File: config.mk
export PLATFORM = sky130hd
export DESIGN_NAME = add_seq
export DESIGN_NICKNAME = d
export VERILOG_FILES = /design/src/rtl/add_seq.sv
export SDC_FILE = /design/constraint.sdc
export NUM_CORES = 1
export LEC_CHECK = 0
export ABC_AREA = 1
export BUFFER_PORTS_ARGS = -buffer_cell sky130_fd_sc_hd__buf_2
export CORE_ASPECT_RATIO = 1.75
export CORE_MARGIN = 5
export CORE_UTILIZATION = 35
export CTS_CLUSTER_DIAMETER = 120
export CTS_CLUSTER_SIZE = 24
export DETAILED_ROUTE_END_ITERATION = 7
export PLACE_DENSITY = 0.56
export SLEW_MARGIN = 0
export SYNTH_ARGS = -nofsm -noshare
export SYNTH_HDL_FRONTEND = slang
export SYNTH_SLANG_ARGS = --single-unit
File: constraint.sdc
create_clock -name clk -period 2.2 [get_ports clk]
set_input_delay 0.11 -clock clk [delete_from_list [all_inputs] [get_ports clk]]
set_output_delay 0.11 -clock clk [all_outputs]
set_load 0.05 [all_outputs]
File: src/rtl/add_seq.sv
// Multi-cycle adder/subtractor: sums CHUNK bits per clock with a registered ripple carry,
// valid/ready handshakes on both sides, and carry-out / signed-overflow flags.
module add_seq #(
  parameter int WIDTH = 8,
  parameter int CHUNK = 4
) (
  input  logic             clk,
  input  logic             rst,
  input  logic             in_valid,
  output logic             in_ready,
  input  logic [WIDTH-1:0] num1,
  input  logic [WIDTH-1:0] num2,
  input  logic             cin,
  input  logic             sub,
  output logic [WIDTH-1:0] out,
  output logic             cout,
  output logic             overflow,
  output logic             out_valid,
  input  logic             out_ready
);

  localparam int NCHUNK = WIDTH / CHUNK;
  localparam int IW     = (NCHUNK > 1) ? $clog2(NCHUNK) : 1;
  localparam logic [IW-1:0] LAST = IW'(NCHUNK - 1);

  localparam logic [1:0] IDLE = 2'd0;
  localparam logic [1:0] RUN  = 2'd1;
  localparam logic [1:0] DONE = 2'd2;

  logic [1:0]       state_reg;
  logic [IW-1:0]    idx_reg;
  logic [WIDTH-1:0] a_reg;
  logic [WIDTH-1:0] b_reg;
  logic [WIDTH-1:0] out_reg;
  logic             carry_reg;
  logic             cout_reg;
  logic             ovf_reg;

  logic [CHUNK-1:0] a_chunk;
  logic [CHUNK-1:0] b_chunk;
  logic [CHUNK-1:0] sum_chunk;
  logic             carry_next;
  logic             msb_carry_in;

  always_comb begin
    a_chunk = a_reg[idx_reg*CHUNK +: CHUNK];
    b_chunk = b_reg[idx_reg*CHUNK +: CHUNK];
    {carry_next, sum_chunk} = {1'b0, a_chunk} + {1'b0, b_chunk} + (CHUNK+1)'(carry_reg);
    // Carry into the top bit recovered from its sum bit; works for any CHUNK including 1.
    msb_carry_in = a_chunk[CHUNK-1] ^ b_chunk[CHUNK-1] ^ sum_chunk[CHUNK-1];
  end

  always_ff @(posedge clk) begin
    if (rst) begin
      state_reg <= IDLE;
      idx_reg   <= '0;
      a_reg     <= '0;
      b_reg     <= '0;
      out_reg   <= '0;
      carry_reg <= 1'b0;
      cout_reg  <= 1'b0;
      ovf_reg   <= 1'b0;
    end else begin
      case (state_reg)
        IDLE: begin
          if (in_valid) begin
            a_reg     <= num1;
            b_reg     <= sub ? ~num2 : num2;
            carry_reg <= sub ? 1'b1 : cin;
            idx_reg   <= '0;
            state_reg <= RUN;
          end
        end
        RUN: begin
          out_reg[idx_reg*CHUNK +: CHUNK] <= sum_chunk;
          carry_reg <= carry_next;
          if (idx_reg == LAST) begin
            cout_reg  <= carry_next;
            ovf_reg   <= msb_carry_in ^ carry_next;
            state_reg <= DONE;
          end else begin
            idx_reg <= idx_reg + 1'b1;
          end
        end
        DONE: begin
          if (out_ready) state_reg <= IDLE;
        end
        default: state_reg <= IDLE;
      endcase
    end
  end

  assign in_ready  = (state_reg == IDLE) && !rst;
  assign out_valid = (state_reg == DONE);
  assign out       = out_reg;
  assign cout      = cout_reg;
  assign overflow  = ovf_reg;

endmodule
### After elaboration in Yosys (flattened, before gate mapping)

Cells that the tools add are included.

* equal/unequal tests: 5
* mux-type cells: 12
* add/subtract/negate cells: 4
* reduce and logical (&&, ||, !) cells: 8
* bitwise gates (word level): 4
* shift-type cells: 4

Operator list (count)
* 3-bit negator with 34-bit output: 1
* 4-bit by 34-bit variable shift with 8-bit output (first input constant): 1
* 4-bit by 34-bit indexed part select with 8-bit output: 1
* 8-bit by 4-bit indexed part select with 4-bit output: 2
* 8-bit bitwise mux: 1
* 8-bit 2-to-1 mux: 1
* 8-bit NOT: 1
* 2-bit 2-to-1 mux: 3
* 2-bit case mux with 3 select lines: 1
* 2-bit AND reduction: 3
* 4-bit by 4-bit adder with 5-bit output: 1
* 5-bit by 1-bit adder with 5-bit output: 1
* 1-bit 2-to-1 mux: 4
* 2-bit != test (second input constant): 2
* 1-bit case mux with 2 select lines: 2
* 3-bit AND reduction: 1
* 1-bit bitwise XOR: 3
* 2-bit by 1-bit == test with 1-bit output (second input constant): 1
* 2-bit == test (second input constant): 1
* 2-bit zero test: 1
* 2-bit by 1-bit != test with 1-bit output (second input constant): 1
* 2-bit nonzero test: 1
* 1-bit adder (second input constant): 1
* 1-bit logical AND: 1
* 1-bit zero test: 1

* bits in registers: 30
* word-level logic and storage cells: 45
* input bits: 22

### Longest topological paths before layout

Gate-level depths: netlist of run 1.

* depth in word-level cells: 5
* depth in mapped cells: 13
* depth with buffers taken out: 13

### Worst setup path after synthesis of run 1

OpenSTA, ideal clock, no wires.

* path type: reg-to-reg
* start: register idx_reg
* end: register ovf_reg, in the netlist overflow
* arrival time: 1.846 ns
* data required time: 2.091 ns
* library setup time: 0.109 ns
* path slack: 0.246 ns
* cell stages (with the launch flop): 13
* path through: dfxtp_1 > clkbuf_1 > o21ai_0 > fa_1 > inv_1 > fa_1 > inv_1 > nand3_1 > nand3_1 > nand2_1 > nand3_1 > nand2_1 > inv_1

* cells in the longest elaborated chain, start to end: 5
* elaborated cells between the ends (all ways): 8
* classes of those cells: add/sub (2); shift (2); bitwise (3); reduce/logical (1)

RTL lines
* start, declared: line 31 `logic [IW-1:0] idx_reg;`
* start signal, assigned: line 82 `idx_reg <= idx_reg + 1'b1;`
* 8-bit by 4-bit indexed part select with 4-bit output, on equally long branches: line 46, 47
* 4-bit by 4-bit adder with 5-bit output: line 48 `{carry_next, sum_chunk} = {1'b0, a_chunk} + {1'b0, b_chunk} + (CHUNK+1)'(carry_reg);`
* 5-bit by 1-bit adder with 5-bit output: line 48
* 1-bit bitwise XOR: line 50 `msb_carry_in = a_chunk[CHUNK-1] ^ b_chunk[CHUNK-1] ^ sum_chunk[CHUNK-1];`
* 1-bit bitwise XOR: line 79 `ovf_reg <= msb_carry_in ^ carry_next;`
* end signal, assigned: line 79
* end, declared: line 37 `logic ovf_reg;`

Several ways; a longest one is shown, not always the timed one.
A chain may end at the register's enable or synchronous reset.

### Worst setup path in the final report of run 1

Ends and elaborated chain as after synthesis.

==> results of run 1 <==
path summary, 6_finish.rpt:
kind | startpoint | to | slack [ps] | cells after the start
worst min-delay path | num1[0] | a_reg[0] | 90 | 3
worst max register to register | idx_reg | overflow | 220 | 13
worst max-delay path | idx_reg | overflow | 220 | 13
worst min register to register | b_reg[2] | b_reg[2] | 450 | 2
metrics by stage:
step            power, W  hold WS [ps]  instance area [sq um]    util
2_1_floorplan  0.0008635         274.2                   1429       -
3_3_place_gp   0.0009436         363.8                   1624  0.4160
3_5_place_dp   0.0009448         370.7                   1624  0.4160
4_1_cts         0.001397         75.19                   1715  0.4394
5_1_grt         0.001464         100.9                   1715  0.4394
6_report        0.001369         89.48                   1715  0.4394
cells in the final DEF, fill, tap and decap left out, types with 3 or more instances in the layout:
master     n
a211oi_1   4
a21oi_1   14
buf_2     33
clkbuf_8   6
dfxtp_1   30
ha_1       3
inv_1     21
inv_2      5
nand2_1   30
nand3_1    9
nor2_1    28
o21a_1     3
o21ai_0   21
o21ai_1    4
xnor2_1    4
xor2_1     5
kinds of logic (layout without fill, tap and decap cells):
family | count (synthesis) | count (layout)
simple gates | 70 | 70
buf+inv | 35 | 69
compound gates | 46 | 46
xor+xnor | 9 | 9
fa+ha+maj | 5 | 5
flops | 30 | 30
area by class of cell:
class | count | share of cell area
clock inverter | 1 | 0.002918
multi-input combinational | 130 | 0.3997
inverter | 26 | 0.05689
timing repair buffer | 35 | 0.1050
sequential | 30 | 0.3501
clock buffer | 7 | 0.05033
tap | 48 | 0.03501
power groups by stage:
| stage | Sequential (W) | Combinational, W | Clock [W] |
|---|---|---|---|
| after floorplan | 0.000669 | 0.000195 | 0 |
| after global placement | 0.000629 | 0.000314 | 0 |
| after detailed placement | 0.000630 | 0.000315 | 0 |
| after CTS | 0.000618 | 0.000316 | 0.000462 |
| after global routing | 0.000623 | 0.000354 | 0.000487 |
| final | 0.000617 | 0.000309 | 0.000443 |
layer usage:
| layer | vias up | track usage |
|---|---|---|
| li1 | 683 | - |
| met1 | 539 | 0.1280 |
| met5 | - | 0 |
| met3 | 5 | 0.02873 |
| met4 | 0 | 0.08704 |
| met2 | 27 | 0.2183 |
worst reg2reg max path, cell delays in order (launching register included):
cell and delay (ps):
dfxtp_1 500, inv_2 100, nand2_1 70, nand2_1 60
fa_1 420, inv_1 80, fa_1 220, inv_1 50
nand3_1 60, nand3_1 80, nand2_1 70, nand3_1 60
nand2_1 80, inv_1 30
==> flow_metrics.tcl, run 1 <==
set metrics [dict create \
    wl_met1_um 1190 \
    ys.flop_type "dfxtp_1" \
    post_cts_buffers 0 \
    yosys.area.top_type_share 0.4203 \
    antenna_found_initial 0 \
    crit_path_max_incr_delay_ps 500 \
    final_layout_size_suffix_gt1_frac 0.2140 \
    cts.htree.levels 2 \
    dp_cells 269 \
    met3_length_um 151 \
    drt-initial-drc-count 18 \
    drc 0 \
    setup_viol 0 \
    sw_frac_of_total 0.3066 \
    maxUsedRoutingLayer "met4" \
    synth_top_cell_by_area "dfxtp_1" \
    arrival_ps 2160 \
    switchingPower_w 0.0004199 \
    clk_latency_ps 270 \
    syn_area_sq_um 1429 \
    antennaDiodeCount 0 \
    ctsHoldBuffers 0 \
    dp_hpwl_um 2328 \
    p_per_area_nw_per_um2 798.3 \
    ir_worst_vdd_v 0.0005567 \
    max_freq_mhz 505.1 \
    tns_ps 0 \
    maxCapViolCount 0 \
    path_buf_inv 4 \
    worst-setup-path-type "reg -> reg" \
    cts_tree "done" \
    required_ps 2380 \
    grt.total_usage 0.1254 \
    yosysWarningCount 0 \
    die_h_um 94.53 \
    fp.coreArea_sq_um 3904 \
    setup_slack_ps 220.0 \
    fin_crit_ps 1980 \
    avgViaCountPerCell 4.527 \
    relSlewSlack 0.6259 \
    path_cells "inv_2, nand2_1, nand2_1, fa_1, inv_1, fa_1, inv_1, nand3_1, nand3_1, nand2_1, nand3_1, nand2_1, inv_1" \
    via_count 1254 \
    cts_buffer_depth 2 \
    worst_pin_slew_ps 560.5 \
    period_share 0.9000 \
    synth_area_leaders "dfxtp_1 42%, nand2_1 7.9%, nor2_1 7.4%, o21ai_0 7.4%, inv_1 5.5%" \
    place_congestion 0.8112 \
    synth_top_family_by_area "simple AND/OR/NAND/NOR gates" \
    crit_path_start_kind "flop" \
    outcome "finished clean" \
    cts.sinks 30 \
    die_w_um 58.30 \
    synthXorXnorAreaFrac 0.05517 \
    clk_pin_slew_worst_paths_ps 60 \
    synth.area.mux_share 0 \
    synth_fa_ha_area_frac 0.05429 \
    ff_latch_area_sq_um 600.6 \
    post_drt_wl_per_cell_um 10.87 \
    fill_cells 438 \
    rsz0062_at_grt "false" \
    floorplan.initialDensity 0.3660 \
    grt_pass1_wl_um 5161 \
    synth_cells 195 \
    grt_pass1_vias 1191 \
    hold_viol 0 \
    avgSynthCellArea_sq_um 7.328 \
    cp_max_fo 10 \
    numPortBuffers 33 \
    wl_met2_um 1568 \
    synth_common_cells "30 x dfxtp_1, 30 x nand2_1, 28 x nor2_1" \
    min_path_type "in -> reg" \
    ys_types 20 \
    p_leak_nw 0.8431 \
    finalMaxSlewViolations 0 \
    syn_nets 222 \
    cpMaxStageDelayCell "dfxtp_1" \
    synth_edf_count 0 \
    synth-seq-cells 30 \
    synth-async-reset-ratio 0 \
    synthSimpleGateAreaFrac 0.1970 \
    final_cells 277 \
    worst_clock_skew_ps 1.767 \
    io_pins 34 \
    clock_power_share 0.324 \
    multiInputGateArea_sq_um 685.7 \
    fin_nets 255 \
    cp_top_family "adder cells" \
    dp_worst_setup_slack_ps 220.8 \
    combPwrFrac 0.226 \
    root_buffer "clkbuf_8" \
    areaGrowthSynthToFinish_pct 20.05 \
    grt_max_degree 23 \
    drtPass1Iterations 4 \
    overflow 0 \
    synth_compound_area_frac 0.1734 \
    die_area_sq_um 5511 \
    cp-end-kind "flop" \
    cpMostUsedCell "nand2_1" \
    fp-row-count 30 \
    seq_power_share 0.451 \
    ant_nets 0 \
    cts_resized 0 \
    numCtsBuffers 5 \
    routed_wl_um 3012 \
    yosysSeqAreaShare 0.4203 \
    intPower_w 0.0009495 \
]
Note: power is estimated with default switching activity, not from simulation.
==> run 2, diff against run 1 <==
- CTS_CLUSTER_DIAMETER: 120 -> 100
- RECOVER_POWER: not set -> 25
==> run 2 against run 1 <==
Compared with the run above:
- fmax is essentially flat
- sequential power about the same
- hold slack hardly changed
- clock-buffer cell count stayed put
- clock skew hardly changed
- combinational power shrank 1%
- cell area is 0.73% lower
- sequential share of layout area increased by 0.26 points
- power fell by 0.24%
- routed wire length up 0.33%
==> flow_metrics.tcl, run 2 (same netlist as run 1, synthesis figures left out) <==
set metrics [dict create \
    outcome "finished clean" \
    drc 0 \
    period_share 0.9000 \
    ctsHoldBuffers 0 \
    critical_path_depth 13 \
    cp_max_fo 10 \
    ant_nets 0 \
    worst_pin_slew_ps 607.7 \
    tns_ps 0 \
    grt_pass1_vias 1191 \
    routed_wl_um 3022 \
    numCtsBuffers 5 \
    via_count 1253 \
    path_buf_inv 4 \
    use_met2 0.2183 \
    avgViaCountPerCell 4.523 \
    fill_cells 441 \
    dpl_cell_area_sq_um 1624 \
    switchingPower_w 0.0004203 \
    dp_hpwl_um 2328 \
    antenna_found_initial 0 \
    cts.sinks 30 \
    grt.met1_usage 0.1280 \
    final_layout_size_suffix_gt1_frac 0.1703 \
    post_drt_wl_per_cell_um 10.91 \
    p_leak_nw 0.8014 \
    top_usage_layer "met2" \
    final_cell_mix "30 x nand2_1, 30 x dfxtp_1, 28 x nor2_1" \
    io_pins 34 \
    seq_power_share 0.452 \
    cts.htree.levels 2 \
    relSlewSlack 0.5966 \
    cp_top_family "adder cells" \
    fp.coreArea_sq_um 3904 \
    die_area_sq_um 5511 \
    drt-initial-drc-count 18 \
    clk_latency_ps 270 \
    maxCapViolCount 0 \
    holdPathStages 3 \
    die_h_um 94.53 \
    numPortBuffers 33 \
    clock_power_share 0.325 \
    worst-setup-path-type "reg -> reg" \
    place_congestion 0.8112 \
    sw_frac_of_total 0.3077 \
    intPower_w 0.0009457 \
    crit_path_max_incr_delay_ps 500 \
    r2r_cells 13 \
    cts_resized 0 \
    fp-row-count 30 \
    required_ps 2380 \
    die_w_um 58.30 \
    arrival_ps 2160 \
    cpMaxStageDelayCell "dfxtp_1" \
    combPwrFrac 0.223 \
    ir_worst_vdd_v 0.0005565 \
    grt_pass1_wl_um 5161 \
    grt.total_usage 0.1254 \
    setup_slack_ps 220.0 \
    met3_usage 0.02873 \
    drtPass1Iterations 4 \
    areaGrowthSynthToFinish_pct 19.18 \
    clk_pin_slew_worst_paths_ps 60 \
    crit_path_start_kind "flop" \
    dp_worst_setup_slack_ps 220.8 \
    fin_nets 255 \
    floorplan.initialDensity 0.3660 \
    cts_tree "done" \
    rsz0062_at_grt "false" \
    antennaDiodeCount 0 \
    cts_buffer_depth 2 \
    final_cell_area_sq_um 1703 \
    root_buffer "clkbuf_8" \
    cpMostUsedCell "nand2_1" \
    path_cells "inv_2, nand2_1, nand2_1, fa_1, inv_1, fa_1, inv_1, nand3_1, nand3_1, nand2_1, nand3_1, nand2_1, inv_1" \
    setup_viol 0 \
    finalMaxSlewViolations 0 \
    fin_crit_ps 1980 \
    overflow 0 \
    post_cts_buffers 0 \
    total_power_w 0.001366 \
    max_freq_mhz 505.0 \
    p_per_area_nw_per_um2 802.2 \
    min_path_type "in -> reg" \
    hold_viol 0 \
    grt_max_degree 23 \
    worst_clock_skew_ps 1.794 \
    cp-end-kind "flop" \
]
==> run 2: cell count changes in the layout (fill, tap and decap cells not counted), sizes merged <==
cell and change:
buf -10, clkbuf +10
==> run 2: layout make-up <==
| cell class | count | area [sq um] | share of cell area |
|---|---|---|---|
| Clock inverter | 1 | 5.005 | 0.002939 |
| Inverter | 26 | 97.59 | 0.05731 |
| Timing Repair Buffer | 35 | 167.7 | 0.09846 |
| Sequential cell | 30 | 600.6 | 0.3527 |
| Tap cell | 48 | 60.06 | 0.03527 |
| Clock buffer | 7 | 86.33 | 0.05070 |
| Multi-Input combinational cell | 130 | 685.7 | 0.4026 |
==> run 2: final timing paths <==
kind,slack [ps],startpoint,endpoint
worst max-delay path,220,idx_reg,overflow
worst min-delay path,90,num1[0],a_reg[0]
worst max register to register,220,idx_reg,overflow
worst min register to register,450,b_reg[2],b_reg[2]
==> run 2: through the flow <==
stage | instances | hold WS [ps] | util
floorplan | 195 | 274.2 | -
global placement | 269 | 363.8 | 0.4160
detailed placement | 269 | 370.7 | 0.4160
CTS | 277 | 75.19 | 0.4394
global route | 277 | 100.9 | 0.4362
finish | 277 | 89.54 | 0.4362
==> run 2: metal layers <==
layer / up-vias / wire, um
met5: - / 0
met4: 0 / 102
met3: 5 / 158
met2: 27 / 1570
met1: 538 / 1191
li1: 683 / -
==> run 2: worst min-delay path, cell delays in order <==
cell and delay, ps:
buf_2 70, o21ai_0 70, nor2_1 80
==> run 2: power by group through the flow <==
| stage | Sequential (W) | Clock [W] | Combinational [W] |
|---|---|---|---|
| after floorplan | 0.000669 | 0 | 0.000195 |
| after global placement | 0.000629 | 0 | 0.000314 |
| after detailed placement | 0.000630 | 0 | 0.000315 |
| after CTS | 0.000618 | 0.000462 | 0.000316 |
| after global routing | 0.000624 | 0.000487 | 0.000350 |
| final | 0.000618 | 0.000443 | 0.000305 |
